$ cat src/rtl/pulse_train_sequencer.sv
// ============================================================================
// pulse_train_sequencer: bounded, start/done-handshaked programmable pulse train.
// Optional abort support is enabled by defining PULSE_ABORT_EN.  Rev 1.0
// ============================================================================
`default_nettype none

module pulse_train_sequencer #(
  parameter int CNT_W = 8,
  parameter int NUM_W = 8
) (
  input  logic             clk,
  input  logic             reset,
  input  logic             start,
  input  logic [CNT_W-1:0] high_len,
  input  logic [CNT_W-1:0] low_len,
  input  logic [NUM_W-1:0] num_pulses,
`ifdef PULSE_ABORT_EN
  input  logic             abort,
  output logic             aborted,
`endif
  output logic             pulse,
  output logic             busy,
  output logic             done,
  output logic [NUM_W-1:0] pulse_idx
);

  localparam logic [CNT_W-1:0] CNT_ONE = CNT_W'(1);
  localparam logic [NUM_W-1:0] NUM_ONE = NUM_W'(1);

  typedef enum logic [1:0] {
    S_IDLE = 2'd0,
    S_HIGH = 2'd1,
    S_LOW  = 2'd2,
    S_DONE = 2'd3
  } state_t;

  state_t           state;
  logic [CNT_W-1:0] cnt;
  logic [CNT_W-1:0] hl_q;
  logic [CNT_W-1:0] ll_q;
  logic [NUM_W-1:0] np_q;
  logic             abort_req;

`ifdef PULSE_ABORT_EN
  assign abort_req = abort;
`else
  assign abort_req = 1'b0;
`endif

  // cnt holds the cycles remaining in the current phase after this one
  always_ff @(posedge clk) begin
    if (reset) begin
      state     <= S_IDLE;
      cnt       <= '0;
      hl_q      <= '0;
      ll_q      <= '0;
      np_q      <= '0;
      pulse     <= 1'b0;
      busy      <= 1'b0;
      done      <= 1'b0;
      pulse_idx <= '0;
`ifdef PULSE_ABORT_EN
      aborted   <= 1'b0;
`endif
    end else begin
      case (state)
        S_IDLE: begin
          if (start) begin
            hl_q      <= high_len;
            ll_q      <= low_len;
            np_q      <= num_pulses;
            pulse_idx <= '0;
            if (num_pulses == '0 || high_len == '0) begin
              state <= S_DONE;
              done  <= 1'b1;
            end else begin
              state <= S_HIGH;
              pulse <= 1'b1;
              busy  <= 1'b1;
              cnt   <= high_len - CNT_ONE;
            end
          end
        end
        S_HIGH: begin
          if (abort_req) begin
            state <= S_DONE;
            pulse <= 1'b0;
            busy  <= 1'b0;
            done  <= 1'b1;
`ifdef PULSE_ABORT_EN
            aborted <= 1'b1;
`endif
          end else if (cnt == '0) begin
            pulse <= 1'b0;
            if (pulse_idx == np_q - NUM_ONE) begin
              state <= S_DONE;
              busy  <= 1'b0;
              done  <= 1'b1;
            end else begin
              state <= S_LOW;
              // a zero low length still yields one low cycle between pulses
              cnt   <= (ll_q == '0) ? '0 : ll_q - CNT_ONE;
            end
          end else begin
            cnt <= cnt - CNT_ONE;
          end
        end
        S_LOW: begin
          if (abort_req) begin
            state <= S_DONE;
            pulse <= 1'b0;
            busy  <= 1'b0;
            done  <= 1'b1;
`ifdef PULSE_ABORT_EN
            aborted <= 1'b1;
`endif
          end else if (cnt == '0) begin
            state     <= S_HIGH;
            pulse     <= 1'b1;
            pulse_idx <= pulse_idx + NUM_ONE;
            cnt       <= hl_q - CNT_ONE;
          end else begin
            cnt <= cnt - CNT_ONE;
          end
        end
        S_DONE: begin
          state <= S_IDLE;
          done  <= 1'b0;
`ifdef PULSE_ABORT_EN
          aborted <= 1'b0;
`endif
        end
        default: begin
          state <= S_IDLE;
        end
      endcase
    end
  end

endmodule

`default_nettype wire

$ cat config.mk
export PLATFORM = sky130hd
export DESIGN_NAME = pulse_train_sequencer
export DESIGN_NICKNAME = d
export VERILOG_FILES = /design/src/rtl/pulse_train_sequencer.sv
export SDC_FILE = /design/constraint.sdc
export NUM_CORES = 1
export LEC_CHECK = 0
export ABC_AREA = 1
export BUFFER_PORTS_ARGS = -buffer_cell sky130_fd_sc_hd__buf_4
export CELL_PAD_IN_SITES_DETAIL_PLACEMENT = 0
export CELL_PAD_IN_SITES_GLOBAL_PLACEMENT = 2
export CORE_AREA = 2 2 102 104
export CTS_BUF_LIST = sky130_fd_sc_hd__clkbuf_16
export CTS_CLUSTER_SIZE = 14
export DETAILED_ROUTE_END_ITERATION = 10
export DIE_AREA = 0 0 104 106
export PLACE_DENSITY_LB_ADDON = 0.1
export SYNTH_ARGS = -nofsm -noshare
export SYNTH_HDL_FRONTEND = slang
export SYNTH_SLANG_ARGS = --single-unit
$ cat constraint.sdc
create_clock -name clk -period 2 [get_ports clk]
set_input_delay 0.2 -clock clk [delete_from_list [all_inputs] [get_ports clk]]
set_output_delay 0.2 -clock clk [all_outputs]
set_load 0.02 [all_outputs]
# After elaboration in Yosys (flattened, before gate mapping)
# Cells that the tools add are included.
# totals
elab_cells,72
out_inout_bits,11
regBits,45
# classes
eq_ne,11
n_addsub,6
reduce_logical,16
n_bitwise,1
n_mux,29
# op_table
operator,count
2-to-1 mux 8 bit,8
"subtractor 8 x 1 -> 8 bit, second input constant",5
logical NOT 8 bit,4
case mux 8 bit (3 select lines),1
case mux 8 bit (2 select lines),1
AND reduction 5 bit,3
"inequality test 2 bit, second input constant",6
2-to-1 mux 1 bit,11
"adder 8 x 1 -> 8 bit, second input constant",1
equality test 8 bit,1
2-to-1 mux 2 bit,4
case mux 2 bit (4 select lines),1
case mux 1 bit (3 select lines),2
AND reduction 3 bit,2
"equality test 2 bit, second input constant",2
AND reduction 4 bit,1
nonzero test 2 bit,2
"inequality test 3 bit, second input constant",1
nonzero test 3 bit,1
"equality test 2 x 1 -> 1 bit, second input constant",1
logical NOT 2 bit,1
case mux 1 bit (2 select lines),1
AND reduction 2 bit,1
logical OR 1 bit,1
NOT 1 bit,1

# Longest topological paths before layout
# depth
depth_word,5
depth_mapped,14

# Worst setup path before layout
# Ideal clock, no wire load.
# synth_path
path_kind,register to register
startpoint,register state[0]
endpoint,register pulse_idx[7]
required_time_ns,1.881
t_arrival_ns,1.613
path_slack_ns,0.269
setup_ns,0.119
stages_incl_launch_ff,11
path_cell_list,dfxtp_1 -> inv_1 -> ha_1 -> inv_1 -> nor2_1 -> a21oi_2 -> o21ai_4 -> nor3_4 -> nand3_1 -> nor3b_1 -> nor2_1
# synth_between
elab_chain_len,3
word_cells_on_any_way,7
cone_classes,eq/ne (3); mux (1); reduce/logical (3)
# synth_rtl
item,line,source
"start, declared",37,state_t state;
"start signal, assigned",53,state <= S_IDLE;
"start signal, assigned",74,state <= S_DONE;
"start signal, assigned",77,state <= S_HIGH;
equality test 2 bit / logical NOT 2 bit (equally long branches),66,case (state)
inequality test 2 bit (no line) / nonzero test 2 bit (equally long branches),--,
AND reduction 3 bit (no line),--,
"end signal, assigned",120,pulse_idx <= pulse_idx + NUM_ONE;
"end, declared",24,output logic [NUM_W-1:0] pulse_idx
# Parallel ways exist; a longest one is shown, timed or not.
# A chain may end at the register's enable or synchronous reset.

# Worst setup path in the final report
# layout_path
startpoint,register state[1]
endpoint,register cnt[2]
# layout_between
elab_chain_len,3
word_cells_on_any_way,9
cone_classes,eq/ne (5); mux (1); reduce/logical (3)
# layout_rtl
item,line,source
"equality test 2 x 1 -> 1 bit, or another cell as far along",66,
"inequality test 3 bit (no line), or another cell as far along",--,
AND reduction 4 bit (no line),--,
"end signal, assigned",80,cnt <= high_len - CNT_ONE;
"end signal, assigned",102,cnt <= (ll_q == '0) ? '0 : ll_q - CNT_ONE;
"end signal, assigned",105,cnt <= cnt - CNT_ONE;
"end, declared",38,logic [CNT_W-1:0] cnt;
# Parallel ways exist; a longest one is shown, timed or not.

==> results.yml <==
run_status:
  outcome: "finished clean"
worst_hold_path:
  min_from: "reset"
  hp-class: "input port to flip-flop"
cts:
  cts.path.max_buffers: 2
  clock-root-buffer: "sky130_fd_sc_hd__clkbuf_16"
  cts_made_buffers: 5
  cts_sinks: 45
  htreeDepth: 2
  cts_tree: "built"
  clkTransAtPathRegs_ns: 0.07
  clkLatencyLatePin_ns: 0.28
logic_synthesis:
  yosys-top-cells-area: "sky130_fd_sc_hd__dfxtp_1, sky130_fd_sc_hd__nand2_1, sky130_fd_sc_hd__a21oi_1"
  yosysSeqAreaShare_pct: 29.2
  ys.flop_type: "sky130_fd_sc_hd__dfxtp_1"
  synth.top_cell.area_share_pct: 29.2
  dominant_cell_by_count_in_the_synthesized_netlist: "sky130_fd_sc_hd__nand2_1"
  netlist_top_cells_count: "sky130_fd_sc_hd__nand2_1, sky130_fd_sc_hd__inv_1, sky130_fd_sc_hd__nor2_1"
  synth_fp_nets: 518
  netlist-cell-type-count: 31
  synth-edff-count: 0
  proportion_of_register_bits_with_asynchronous_set_or_reset_after_synthesis_pct: 0
  yosysTopAreaCell: "sky130_fd_sc_hd__dfxtp_1"
  netlist_area_um2: 3080
  yosys_warnings: 0
  synthesis.area_per_instance_um2: 6.44
  synth-seq-cells: 45
  synthesis.instances: 479
flow_run:
  max-cap-violations: 0
sta:
  layout_min_cycle_time_ns: 1.84
  max_freq_mhz: 543
  setup_total_negative_slack_ns: 0
  finalClockSkew_ns: 0.00743
  hold_viol: 0
  report.final.slew_viol_count: 0
  period_share_pct: 92.0
  timing_worst_slew_pin_value_ns: 0.538
  setup_viol: 0
  max-slew-margin-rel_pct: 64.2
  rsz0062_at_grt: "no"
final_layout:
  fill_cells: 1107
  design.final.nets: 569
  layout-area-overhead-vs-synth_pct: 23.3
  layout-drive-gt1-share_pct: 19.2
  antenna_cells_inserted: 0
  post-route-cell-area_um2: 3800
  layout.cells.non_filler: 666
setup_path:
  regToRegStartpoint: "state[1]"
  critPathRequiredTime_ns: 2.18
  crit_arrival_ns: 2.02
  critical_path.endpoint_type: "flip-flop"
  cp-startpoint: "state[1]"
  path_max_fanout: 10
  worstSetupPathType: "flip-flop to flip-flop"
  cp-start-kind: "flip-flop"
global_route:
  grt_first_pass_wirelength_um: 14600
  antenna_found_initial: 0
  grt_overflow: 0
  maximum_number_of_pins_on_one_net_before_global_route_repair: 48
  via_count_of_the_first_global_routing_pass: 2980
  globalRouteTotalUtil_pct: 16.4
placement:
  port_buffers: 37
  gp_congestion: 0.790
  placed_cell_area_um2: 3620
  placed_cells_incl_taps: 658
  post-dp-hpwl_um: 6940
drt:
  detailroute.via_count: 3048
  remaining_drc_errors: 0
  per_cell_via_count_in_the_routed_design: 4.58
  antenna_violating_nets_post_route: 0
  firstDrtPassIters: 4
  first_drt_iteration_drcs: 111
  route.detailed.wl_per_inst_um: 13.0
  totalWireLength_um: 8640
die:
  std_cell_rows: 37
  design.core.area_um2: 10000
  design.portCount: 38
  fp.dieH_um: 106
  fp.dieArea_um2: 11000
  floorplan.initialDensity_pct: 30.8
  horiz_die_dim_um: 104
pwr:
  peakVddDrop_v: 0.000543
  power.density_cell_area_nw_per_um2: 1400
  total_leakage_power_nw: 1.79
==> stage by stage <==
step / util, % / power (W) / setup slack [ns] / hold slack, ns
6_report: 38.0 / 0.00533 / 0.160 / 0.125
5_1_grt: 38.0 / 0.00588 / 0.0215 / 0.141
4_1_cts: 37.6 / 0.00537 / 0.0523 / 0.132
3_5_place_dp: 36.2 / 0.00454 / 0.0716 / 0.435
3_3_place_gp: 36.2 / 0.00457 / 0.102 / 0.432
2_1_floorplan: - / 0.00359 / 0.269 / 0.269
==> timing repair <==
item | in CTS | in global routing
hold buffers | 0 | 0
gates resized for setup | 0 | 9
endpoints found under the setup margin | 0 | 12
buffers inserted | 0 | 1
==> registers in the layout, summed over array words and instances (netlist names) <==
register and cells:
state 2, hl_q 8, cnt 8, ll_q 8, pulse 1, done 1, pulse_idx 8, busy 1
np_q 8
==> worst paths after layout <==
path,end,slack (ns),depth (start not counted)
worst max-delay path,cnt[2],0.16,10
worst min-delay path,state[1],0.13,2
worst max register to register,cnt[2],0.16,10
worst min register to register,busy,0.46,2
==> critical path: stages (launching register included) <==
cell and delay, ns:
sky130_fd_sc_hd__dfxtp_2 0.34, sky130_fd_sc_hd__inv_1 0.09, sky130_fd_sc_hd__ha_1 0.26, sky130_fd_sc_hd__inv_2 0.09
sky130_fd_sc_hd__nor2_1 0.23, sky130_fd_sc_hd__inv_1 0.11, sky130_fd_sc_hd__nand2_1 0.14, sky130_fd_sc_hd__nor2_2 0.08
sky130_fd_sc_hd__buf_4 0.18, sky130_fd_sc_hd__a21oi_1 0.17, sky130_fd_sc_hd__nor2_1 0.06
==> kinds of logic after synthesis <==
| logic type | synth area share [%] |
|---|---|
| compound gates | 18.7 |
| xor+xnor | 2.27 |
| fa+ha+maj | 4.87 |
| buf+inv | 11.4 |
| flops | 29.2 |
| simple gates | 33.6 |
==> where the power goes <==
group / switching, W / total [W] / internal, W
Combinational: 0.00194 / 0.00313 / 0.00119
Clock: 0.000356 / 0.000809 / 0.000453
Sequential: 0.000215 / 0.00139 / 0.00118
==> metal layers <==
metal  vias up  routed length (um)  track usage (%)
li1       1654                   -                -
met1      1349                4240             21.4
met2        39                4090             28.7
met3         6                 237             2.76
met4         0                  67             2.90
met5         -                   0                0
==> cells in the final DEF, fill, tap and decap left out <==
| master | Yosys | layout |
|---|---|---|
| sky130_fd_sc_hd__o21ai_1 | 4 | 4 |
| sky130_fd_sc_hd__inv_1 | 65 | 64 |
| sky130_fd_sc_hd__nor2_1 | 60 | 60 |
| sky130_fd_sc_hd__or2_2 | 2 | 2 |
| sky130_fd_sc_hd__nor3_4 | 2 | 2 |
| sky130_fd_sc_hd__xor2_1 | 6 | 6 |
| sky130_fd_sc_hd__nand3_1 | 41 | 40 |
| sky130_fd_sc_hd__clkbuf_16 | 0 | 5 |
| sky130_fd_sc_hd__nand2_2 | 1 | 1 |
| sky130_fd_sc_hd__xnor2_1 | 2 | 2 |
| sky130_fd_sc_hd__nor2_4 | 3 | 4 |
| sky130_fd_sc_hd__nand2_4 | 1 | 1 |
| sky130_fd_sc_hd__clkinvlp_4 | 0 | 1 |
| sky130_fd_sc_hd__nor3b_2 | 0 | 1 |
| sky130_fd_sc_hd__buf_12 | 0 | 3 |
| sky130_fd_sc_hd__nand2_1 | 86 | 86 |
| sky130_fd_sc_hd__a211oi_1 | 2 | 2 |
| sky130_fd_sc_hd__nor3b_1 | 2 | 1 |
| sky130_fd_sc_hd__dfxtp_1 | 45 | 42 |
| sky130_fd_sc_hd__a21oi_2 | 1 | 1 |
| sky130_fd_sc_hd__ha_1 | 12 | 10 |
| sky130_fd_sc_hd__o21ai_0 | 45 | 45 |
| sky130_fd_sc_hd__ha_2 | 0 | 2 |
| sky130_fd_sc_hd__o21ai_4 | 2 | 2 |
| sky130_fd_sc_hd__nand3_2 | 7 | 8 |
| sky130_fd_sc_hd__nor3_2 | 1 | 1 |
| sky130_fd_sc_hd__nand4_4 | 1 | 1 |
| sky130_fd_sc_hd__nand4_1 | 5 | 5 |
| sky130_fd_sc_hd__dfxtp_2 | 0 | 3 |
| sky130_fd_sc_hd__nor3_1 | 5 | 5 |
| sky130_fd_sc_hd__nor2_2 | 2 | 1 |
| sky130_fd_sc_hd__inv_2 | 8 | 9 |
| sky130_fd_sc_hd__clkinv_1 | 0 | 1 |
| sky130_fd_sc_hd__a21oi_1 | 55 | 55 |
| sky130_fd_sc_hd__buf_4 | 0 | 54 |
==> area by class of cell <==
cell class / count / area, um^2 / share of cell area [%]
well taps: 136 / 170 / 4.48
multi-input cells: 348 / 1850 / 48.7
clock buffers: 5 / 125 / 3.29
flip-flops and latches: 45 / 905 / 23.8
repair buffers: 57 / 465 / 12.2
inverters: 73 / 274 / 7.21
clock inverters: 2 / 11.3 / 0.296
(Power assumes the default switching activity.)
